==> config.mk <==
export PLATFORM = sky130hd
export DESIGN_NAME = float_bcd_display
export DESIGN_NICKNAME = d
export VERILOG_FILES = /design/src/rtl/float_bcd_display.sv
export SDC_FILE = /design/constraint.sdc
export NUM_CORES = 1
export LEC_CHECK = 0
export ABC_AREA = 1
export CAP_MARGIN = 20
export CORE_MARGIN = 3
export CORE_UTILIZATION = 61
export CTS_CLUSTER_SIZE = 40
export DETAILED_ROUTE_END_ITERATION = 8
export GPL_TIMING_DRIVEN = 0
export PLACE_DENSITY_LB_ADDON = 0.1
export SETUP_SLACK_MARGIN = 0.3
export SLEW_MARGIN = 20
export SYNTH_ARGS = -nofsm -noshare
export SYNTH_HDL_FRONTEND = slang
export SYNTH_SLANG_ARGS = --single-unit
==> constraint.sdc <==
create_clock -name clk -period 6.7 [get_ports clk]
set_clock_uncertainty 0.2 [all_clocks]
set_input_delay 1.34 -clock clk [delete_from_list [all_inputs] [get_ports clk]]
set_output_delay 1.34 -clock clk [all_outputs]
set_load 0.02 [all_outputs]
==> src/rtl/float_bcd_display.sv <==
// IEEE-754 single to d.ddd BCD converter for the seven-segment display stage.
// Fixed 13-cycle latency: decode, scale, ten double-dabble steps, done.
module float_bcd_display #(
  parameter int FRAC_DIGITS = 3,
  parameter int FIX_FRAC    = 16
) (
  input  logic                       clk,
  input  logic                       rst_n,
  input  logic                       start,
  input  logic [31:0]                fbits,
  output logic                       busy,
  output logic                       done,
  output logic [3:0]                 bcd_int,
  output logic [4*FRAC_DIGITS-1:0]   bcd_frac,
  output logic                       err
);

  localparam int FixW = FIX_FRAC + 4;
  localparam int PrdW = FIX_FRAC + 10;
  localparam int BcdW = 4 * FRAC_DIGITS;

  typedef enum logic [2:0] {
    IDLE,
    DECODE,
    SCALE,
    CONV,
    DONE
  } state_t;

  state_t            state_q, state_d;
  logic [31:0]       fbits_q, fbits_d;
  logic [FixW-1:0]   fix_q, fix_d;
  logic [3:0]        int_q, int_d;
  logic              err_q, err_d;
  logic [9:0]        f_q, f_d;
  logic [BcdW-1:0]   bcd_q, bcd_d;
  logic [3:0]        cnt_q, cnt_d;
  logic [3:0]        oint_q, oint_d;
  logic [BcdW-1:0]   ofrac_q, ofrac_d;
  logic              oerr_q, oerr_d;

  logic              dec_s;
  logic [7:0]        dec_e;
  logic [23:0]       dec_mant;
  logic [7:0]        dec_sh;
  logic [FixW-1:0]   dec_fix;
  logic              dec_err;

  always_comb begin
    dec_s    = fbits_q[31];
    dec_e    = fbits_q[30:23];
    dec_mant = {1'b1, fbits_q[22:0]};
    dec_sh   = 8'(150 - FIX_FRAC) - dec_e;
    dec_fix  = '0;
    dec_err  = 1'b0;
    if (fbits_q[30:0] == 31'd0) begin
      dec_err = 1'b0;
    end else if (dec_e == 8'd0) begin
      dec_err = 1'b0;
    end else if (dec_s) begin
      dec_err = 1'b1;
    end else if (dec_e == 8'hFF || dec_e > 8'd130) begin
      dec_err = 1'b1;
    end else begin
      if (dec_sh < 8'd24) dec_fix = FixW'(dec_mant >> dec_sh);
      if (dec_fix[FixW-1:FIX_FRAC] >= 4'd10) begin
        dec_err = 1'b1;
        dec_fix = '0;
      end
    end
  end

  logic [9:0] scl_f;
  logic [3:0] scl_int;
  logic       scl_err;

  // Round-half-up of the binary fraction to thousandths.
  always_comb begin
    scl_f   = 10'((PrdW'(fix_q[FIX_FRAC-1:0]) * PrdW'(1000)
              + PrdW'(1 << (FIX_FRAC - 1))) >> FIX_FRAC);
    scl_int = fix_q[FixW-1:FIX_FRAC];
    scl_err = err_q;
    if (scl_f == 10'd1000) begin
      scl_f   = 10'd0;
      scl_int = scl_int + 4'd1;
    end
    if (scl_int == 4'd10) scl_err = 1'b1;
    if (scl_err) begin
      scl_f   = 10'd0;
      scl_int = 4'd0;
    end
  end

  logic [BcdW-1:0] stp_adj;
  logic [BcdW-1:0] stp_bcd;
  logic [9:0]      stp_f;

  always_comb begin
    stp_adj = bcd_q;
    for (int i = 0; i < FRAC_DIGITS; i++) begin
      if (stp_adj[i*4 +: 4] >= 4'd5)
        stp_adj[i*4 +: 4] = stp_adj[i*4 +: 4] + 4'd3;
    end
    stp_bcd = BcdW'({stp_adj, f_q[9]});
    stp_f   = {f_q[8:0], 1'b0};
  end

  always_comb begin
    state_d = state_q;
    fbits_d = fbits_q;
    fix_d   = fix_q;
    int_d   = int_q;
    err_d   = err_q;
    f_d     = f_q;
    bcd_d   = bcd_q;
    cnt_d   = cnt_q;
    oint_d  = oint_q;
    ofrac_d = ofrac_q;
    oerr_d  = oerr_q;
    unique case (state_q)
      IDLE, DONE: begin
        state_d = IDLE;
        if (start) begin
          fbits_d = fbits;
          state_d = DECODE;
        end
      end
      DECODE: begin
        fix_d   = dec_fix;
        err_d   = dec_err;
        state_d = SCALE;
      end
      SCALE: begin
        int_d   = scl_int;
        f_d     = scl_f;
        err_d   = scl_err;
        bcd_d   = '0;
        cnt_d   = 4'd0;
        state_d = CONV;
      end
      CONV: begin
        bcd_d = stp_bcd;
        f_d   = stp_f;
        cnt_d = cnt_q + 4'd1;
        if (cnt_q == 4'd9) begin
          oint_d  = int_q;
          ofrac_d = stp_bcd;
          oerr_d  = err_q;
          state_d = DONE;
        end
      end
      default: state_d = IDLE;
    endcase
  end

  always_ff @(posedge clk) begin
    if (!rst_n) begin
      state_q <= IDLE;
      fbits_q <= '0;
      fix_q   <= '0;
      int_q   <= '0;
      err_q   <= 1'b0;
      f_q     <= '0;
      bcd_q   <= '0;
      cnt_q   <= '0;
      oint_q  <= '0;
      ofrac_q <= '0;
      oerr_q  <= 1'b0;
    end else begin
      state_q <= state_d;
      fbits_q <= fbits_d;
      fix_q   <= fix_d;
      int_q   <= int_d;
      err_q   <= err_d;
      f_q     <= f_d;
      bcd_q   <= bcd_d;
      cnt_q   <= cnt_d;
      oint_q  <= oint_d;
      ofrac_q <= ofrac_d;
      oerr_q  <= oerr_d;
    end
  end

  assign busy     = (state_q == DECODE) || (state_q == SCALE)
                    || (state_q == CONV);
  assign done     = (state_q == DONE);
  assign bcd_int  = oint_q;
  assign bcd_frac = ofrac_q;
  assign err      = oerr_q;

endmodule

# ---- Yosys cells after proc, flatten, opt, wreduce, memory -nomap -nowiden
# Index checks and enable logic that the tools add are counted.
dict set report totals {
  input_bits 35
  register_bits 103
  out_inout_bits 19
  elab_cells 76
}
dict set report op_classes {
  addsub 7
  multipliers 1
  mux 30
  n_reduce_logical 11
  eq_ne 9
  shift 1
  n_lt_le_gt_ge 6
}
# cell count
set op_table {}
lappend op_table {{$mux 20} 10}
lappend op_table {{$logic_not 31->1} 1}
lappend op_table {{$add 26x16->26 const B} 1}
lappend op_table {{$pmux 12 s2} 1}
lappend op_table {{$shr 24x8->20} 1}
lappend op_table {{$mul 16x7->23 const B} 1}
lappend op_table {{$mux 10} 2}
lappend op_table {{$pmux 10 s2} 1}
lappend op_table {{$mux 4} 4}
lappend op_table {{$ge 4x3->1 const B} 3}
lappend op_table {{$pmux 3 s4} 1}
lappend op_table {{$eq 10x10->1 const B} 1}
lappend op_table {{$add 4x1->4 const B} 2}
lappend op_table {{$add 4x2->4 const B} 2}
lappend op_table {{$eq 4x4->1 const B} 2}
lappend op_table {{$eq 8x8->1 const B} 1}
lappend op_table {{$gt 8x8->1 const B} 1}
lappend op_table {{$logic_not 8->1} 1}
lappend op_table {{$lt 8x5->1 const B} 1}
lappend op_table {{$pmux 4 s2} 1}
lappend op_table {{$sub 8x8->8 const A} 1}
lappend op_table {{$mux 1} 7}
lappend op_table {{$eq 3x2->1 const B} 2}
lappend op_table {{$mux 3} 2}
lappend op_table {{other kinds (11)} 15}

# ---- Logic depth before layout (Yosys ltp)
dict set report depth {
  ltp_word 14
  ltp_mapped 33
  depth_no_buf 33
}

# ---- Worst setup path before layout
# OpenSTA, ideal clock, no wires.
dict set report synth_path {
  path_kind {register -> register}
  start {register fix_q[8]}
  end {register f_q[1]}
  arrival_time_ns 5.026
  setup_ns 0.133
  period_less_slack_ns 5.359
  path_slack_ns 1.341
  path_buffers 1
  path_stages_with_launch 33
  path_cell_list {dfxtp_1 inv_1 fa_1 fa_1 fa_1 fa_1 inv_1 ha_1 nand2_2 inv_2 nand2_2 nor2_2 nand2_2 nand3_2 nand2_1 nand2_2 ha_1 inv_1 nand3_1 nand2_1 nor2_1 nand3_1 nor2_1 nand3_2 nor2_4 nand2_4 nand2_1 nand2_1 nor2_1 nand2_2 buf_8 nand3_2 a21oi_2}
}
dict set report synth_via {
  elab_chain_cells 8
  word_cells_on_any_way 9
  classes_between {add/sub (1); mul (1); eq/ne (2); mux (5)}
}
# element line_no
set synth_lines {}
lappend synth_lines {{from (decl)} 32} ;# logic [FixW-1:0] fix_q, fix_d;
lappend synth_lines {{from (signal assigned)} 172} ;# fix_q <= fix_d;
lappend synth_lines {{$mul 16x7->23 *} 79} ;# scl_f = 10'((PrdW'(fix_q[FIX_FRAC-1:0]) * PrdW'(1000)
lappend synth_lines {{$add 26x16->26 *} 80} ;# + PrdW'(1 << (FIX_FRAC - 1))) >> FIX_FRAC);
lappend synth_lines {{$eq 10x10->1} 83} ;# if (scl_f == 10'd1000) begin
lappend synth_lines {{$mux 4} 83}
lappend synth_lines {{$eq 4x4->1} 87} ;# if (scl_int == 4'd10) scl_err = 1'b1;
lappend synth_lines {{$mux 1} 87}
lappend synth_lines {{$mux 10 *} 88} ;# if (scl_err) begin
lappend synth_lines {{$pmux 10 s2 *} 120} ;# unique case (state_q)
lappend synth_lines {{to (signal assigned)} 163} ;# f_q <= '0;
lappend synth_lines {{to (signal assigned)} 175} ;# f_q <= f_d;
lappend synth_lines {{to (decl)} 35} ;# logic [9:0] f_q, f_d;
# Every way passes the cells marked *; elsewhere a longest branch is shown, timed or not.
# A chain may end at the register's enable or synchronous reset.

# ---- Final worst setup path
dict set report layout_path {
  start {register fix_q[6]}
  end {register f_q[2]}
}
# The elaborated chain is that of the path after synthesis.

==> run metrics <==
status=finished clean; CTS clock-pin slew for the worst setup and hold paths=around 80 ps; register area share after synthesis=0.230; final hold vios=0; vias=about 8.5k; r2r setup slk=a little under 700 ps; final period utilization=0.897; chip width=around 130 um; Slew headroom=0.512; root buffer cell=clkbuf_16; most used routing layer=met2; post-synthesis average cell area=just under 7 um^2; critical path launch point=fix_q[6]$_SDFFE_PN0P_; Final GP Congestion=between 0.9 and 1; I/O pins=54; first-pass iteration count of the detailed router=5; reg-to-reg endpoint=f_q[2]$_SDFFE_PN0P_; Synth Instances=1306; postcts setup bufs=0; Worst Reg2Reg Path Length in Cells=30; Vias/cell=between 5 and 6; die height=approximately 130 um; Slowest-stage cell, CP=fa_1; fin nets=1520; max_cap viols=0; Synth Flop Type=dfxtp_1; largest net degree at the start of global routing=22; Sw Share=0.388; critical path type=register to register; Yosys reg bits=103; total negative slack=0 ps; PD cells=between 150 and 200 nW/um^2; met1 Track Usage GR=0.367; Yosys warnings=0; Placeable Area=between 10000 and 15000 um^2; nature of the critical path startpoint=register; Hold WS=~270 ps; Setup violations, final=0; met2 Use GR=0.483; GRT Overall Usage=0.279; CP required=around 6700 ps; Starting DRT DRC Count=approximately 500; Seq pwr share=0.378; WHS Path Cells=2; Switching Power=711 uW; Min Clock Period, post-route=6010 ps; setup ws final=between 600 and 700 ps; FILL cells=1238; Combinational Power Share=0.332; row count=43; area growth from synthesis to layout=11.7%; Worst-Skew Late Latency=360 ps; CTS tree=done; global-route wire length before repair=between 30000 and 40000 um; dpl hpwl=between 15000 and 20000 um; Slew @ Worst Pin=approximately 730 ps; CP endpoint=f_q[2]$_SDFFE_PN0P_; DR DRC count=0; n_diodes=0; distinct cell type count after synthesis=49; IO buf count=52; synthesized area=roughly 9000 um^2; Worst setup EP type=register; Longest Clk Path Bufs=2; antenna viol nets, final=0; H-Tree Level Count=3; Synth area leader=dfxtp_1; Place WS=~800 ps; Critical Path AT=6030 ps; CP peak stage delay=approximately 550 ps; clock share of power=0.290; RSZ-0062 raised after global routing=false; die footprint=16200 um^2; worst vdd rail ir drop=between 0.00015 and 0.0002 V; WL final=approximately 22000 um; Syn Nets=1457; RR Startpoint=fix_q[6]$_SDFFE_PN0P_; Num CTS Buffers=9; initial core utilization=0.635; Final Util=0.709; Area contributors post-synth=dfxtp_1, nand2_1, fa_1; Pleak=between 0.004 and 0.005 uW; vias in the first global route=8181; CP max FO=10; number of flops mapped to enable cells by yosys=0; Fmax=166 MHz; Async S/R FF share, synth=0; Yosys top cell area share=0.230; area occupied by registers=between 2000 and 2500 um^2; worst min path class=register to register; internal power=~1100 uW; layout cells sized above 1=0.0742; cell mode on critical path=nand2_1; gr ovfl total=0; clock sinks=103; initial antenna violation count=0; multi-input combinational cell area=between 5000 and 6000 um^2; drt wl/cell=13.8 um; Slew Limit Fails=0; M3 GR Usage=0.0247
-- stage by stage --
| step | power [uW] | area (um^2) | cells |
|---|---|---|---|
| 2_1_floorplan | 1140 | 8980 | 1306 |
| 3_3_place_gp | 1290 | 9730 | 1538 |
| 3_5_place_dp | 1300 | 9730 | 1538 |
| 4_1_cts | 1830 | 10000 | 1554 |
| 5_1_grt | 1950 | 10000 | 1554 |
| 6_report | 1830 | 10000 | 1554 |
-- layout make-up --
type / count / area share
multi-input cells: 961 / 0.596
well taps: 180 / 0.0224
flip-flops and latches: 103 / 0.206
clock inverters: 7 / 0.00810
repair buffers: 52 / 0.0519
plain buffers: 47 / 0.0203
inverters: 195 / 0.0729
clock buffers: 9 / 0.0224
-- routing by layer --
layer | vias to the layer above | part of all wire
met2 | 205 | 0.48
li1 | 4317 | -
met1 | 3908 | 0.45
met4 | 0 | 0.026
met3 | 42 | 0.042
met5 | - | 0
-- critical path, delay by kind of cell (launching register included) --
kind,cells,cell delay (ps)
compound gates,1,50
fa+ha+maj,6,2650
buf+inv,4,470
flops,1,420
simple gates,19,2100
-- cell families after synthesis --
logic type,after synthesis,share of synthesized area
AOI/OAI and AO/OA,230,0.141
xor gates and xnor gates,14,0.0137
adders and majority gates,116,0.206
buffers and inverters,242,0.104
DFF,103,0.230
muxes,3,0.00334
and+or+nand+nor,598,0.303
-- power groups by stage --
| stage | clock (uW) | combinational, uW | sequential [uW] |
|---|---|---|---|
| floorplan | 0 | 447 | 693 |
| global placement | 0 | 590 | 705 |
| detailed placement | 0 | 599 | 706 |
| CTS | 534 | 602 | 692 |
| global route | 560 | 691 | 699 |
| finish | 531 | 608 | 693 |
-- how the worst min path moves through the flow --
stage,start,end,slack [ps]
CTS,f_q[0]$_SDFFE_PN0P_,f_q[0]$_SDFFE_PN0P_,270
global placement,f_q[0]$_SDFFE_PN0P_,f_q[0]$_SDFFE_PN0P_,250
global route,f_q[0]$_SDFFE_PN0P_,f_q[0]$_SDFFE_PN0P_,290
floorplan,f_q[9]$_SDFFE_PN0P_,bcd_frac[0]$_SDFFE_PN0P_,240
finish,bcd_frac[3]$_SDFFE_PN0P_,bcd_frac[3]$_SDFFE_PN0P_,270
detailed placement,f_q[0]$_SDFFE_PN0P_,f_q[0]$_SDFFE_PN0P_,260
-- synthesized netlist by cell type, types with 6 or more instances --
library cell,count
nand2_2,19
inv_1,185
fa_1,53
nor2_1,111
inv_2,7
xor2_1,12
nor2_4,6
nand2_1,307
nand4_1,15
a21oi_2,11
nor2_2,8
nor4_1,7
clkbuf_1,36
nand3_2,16
dfxtp_1,103
ha_1,63
o21ai_0,92
a21oi_1,93
nand3_1,90
nor3_1,6
o211ai_1,10
-- registers in the layout (all words and copies together), names as in the netlist, 3 cells and up --
signal / flops
bcd_q: 12
bcd_frac: 12
bcd_int: 4
f_q: 10
fix_q: 20
cnt_q: 4
int_q: 4
fbits_q: 32
state_q: 3
-- timing repair --
action / CTS / global route
hold buffers: 0 / 0
resized for setup: 0 / 2
endpoints found under the setup margin: 0 / 9
-- layout by cell type, fill, tap and decap left out, types with 8 or more instances in the layout --
cell and instances:
o21ai_0 92, a21oi_1 93, nand3_2 16, xor2_1 12
nand2_1 307, fa_1 53, nor2_1 111, nand2_2 19
nand4_1 15, dfxtp_1 101, clkbuf_16 9, nand3_1 90
a21oi_2 11, clkbuf_1 36, o211ai_1 10, inv_1 185
ha_1 63, nor2_2 8, clkdlybuf4s50_1 52
(Power assumes the default switching activity.)
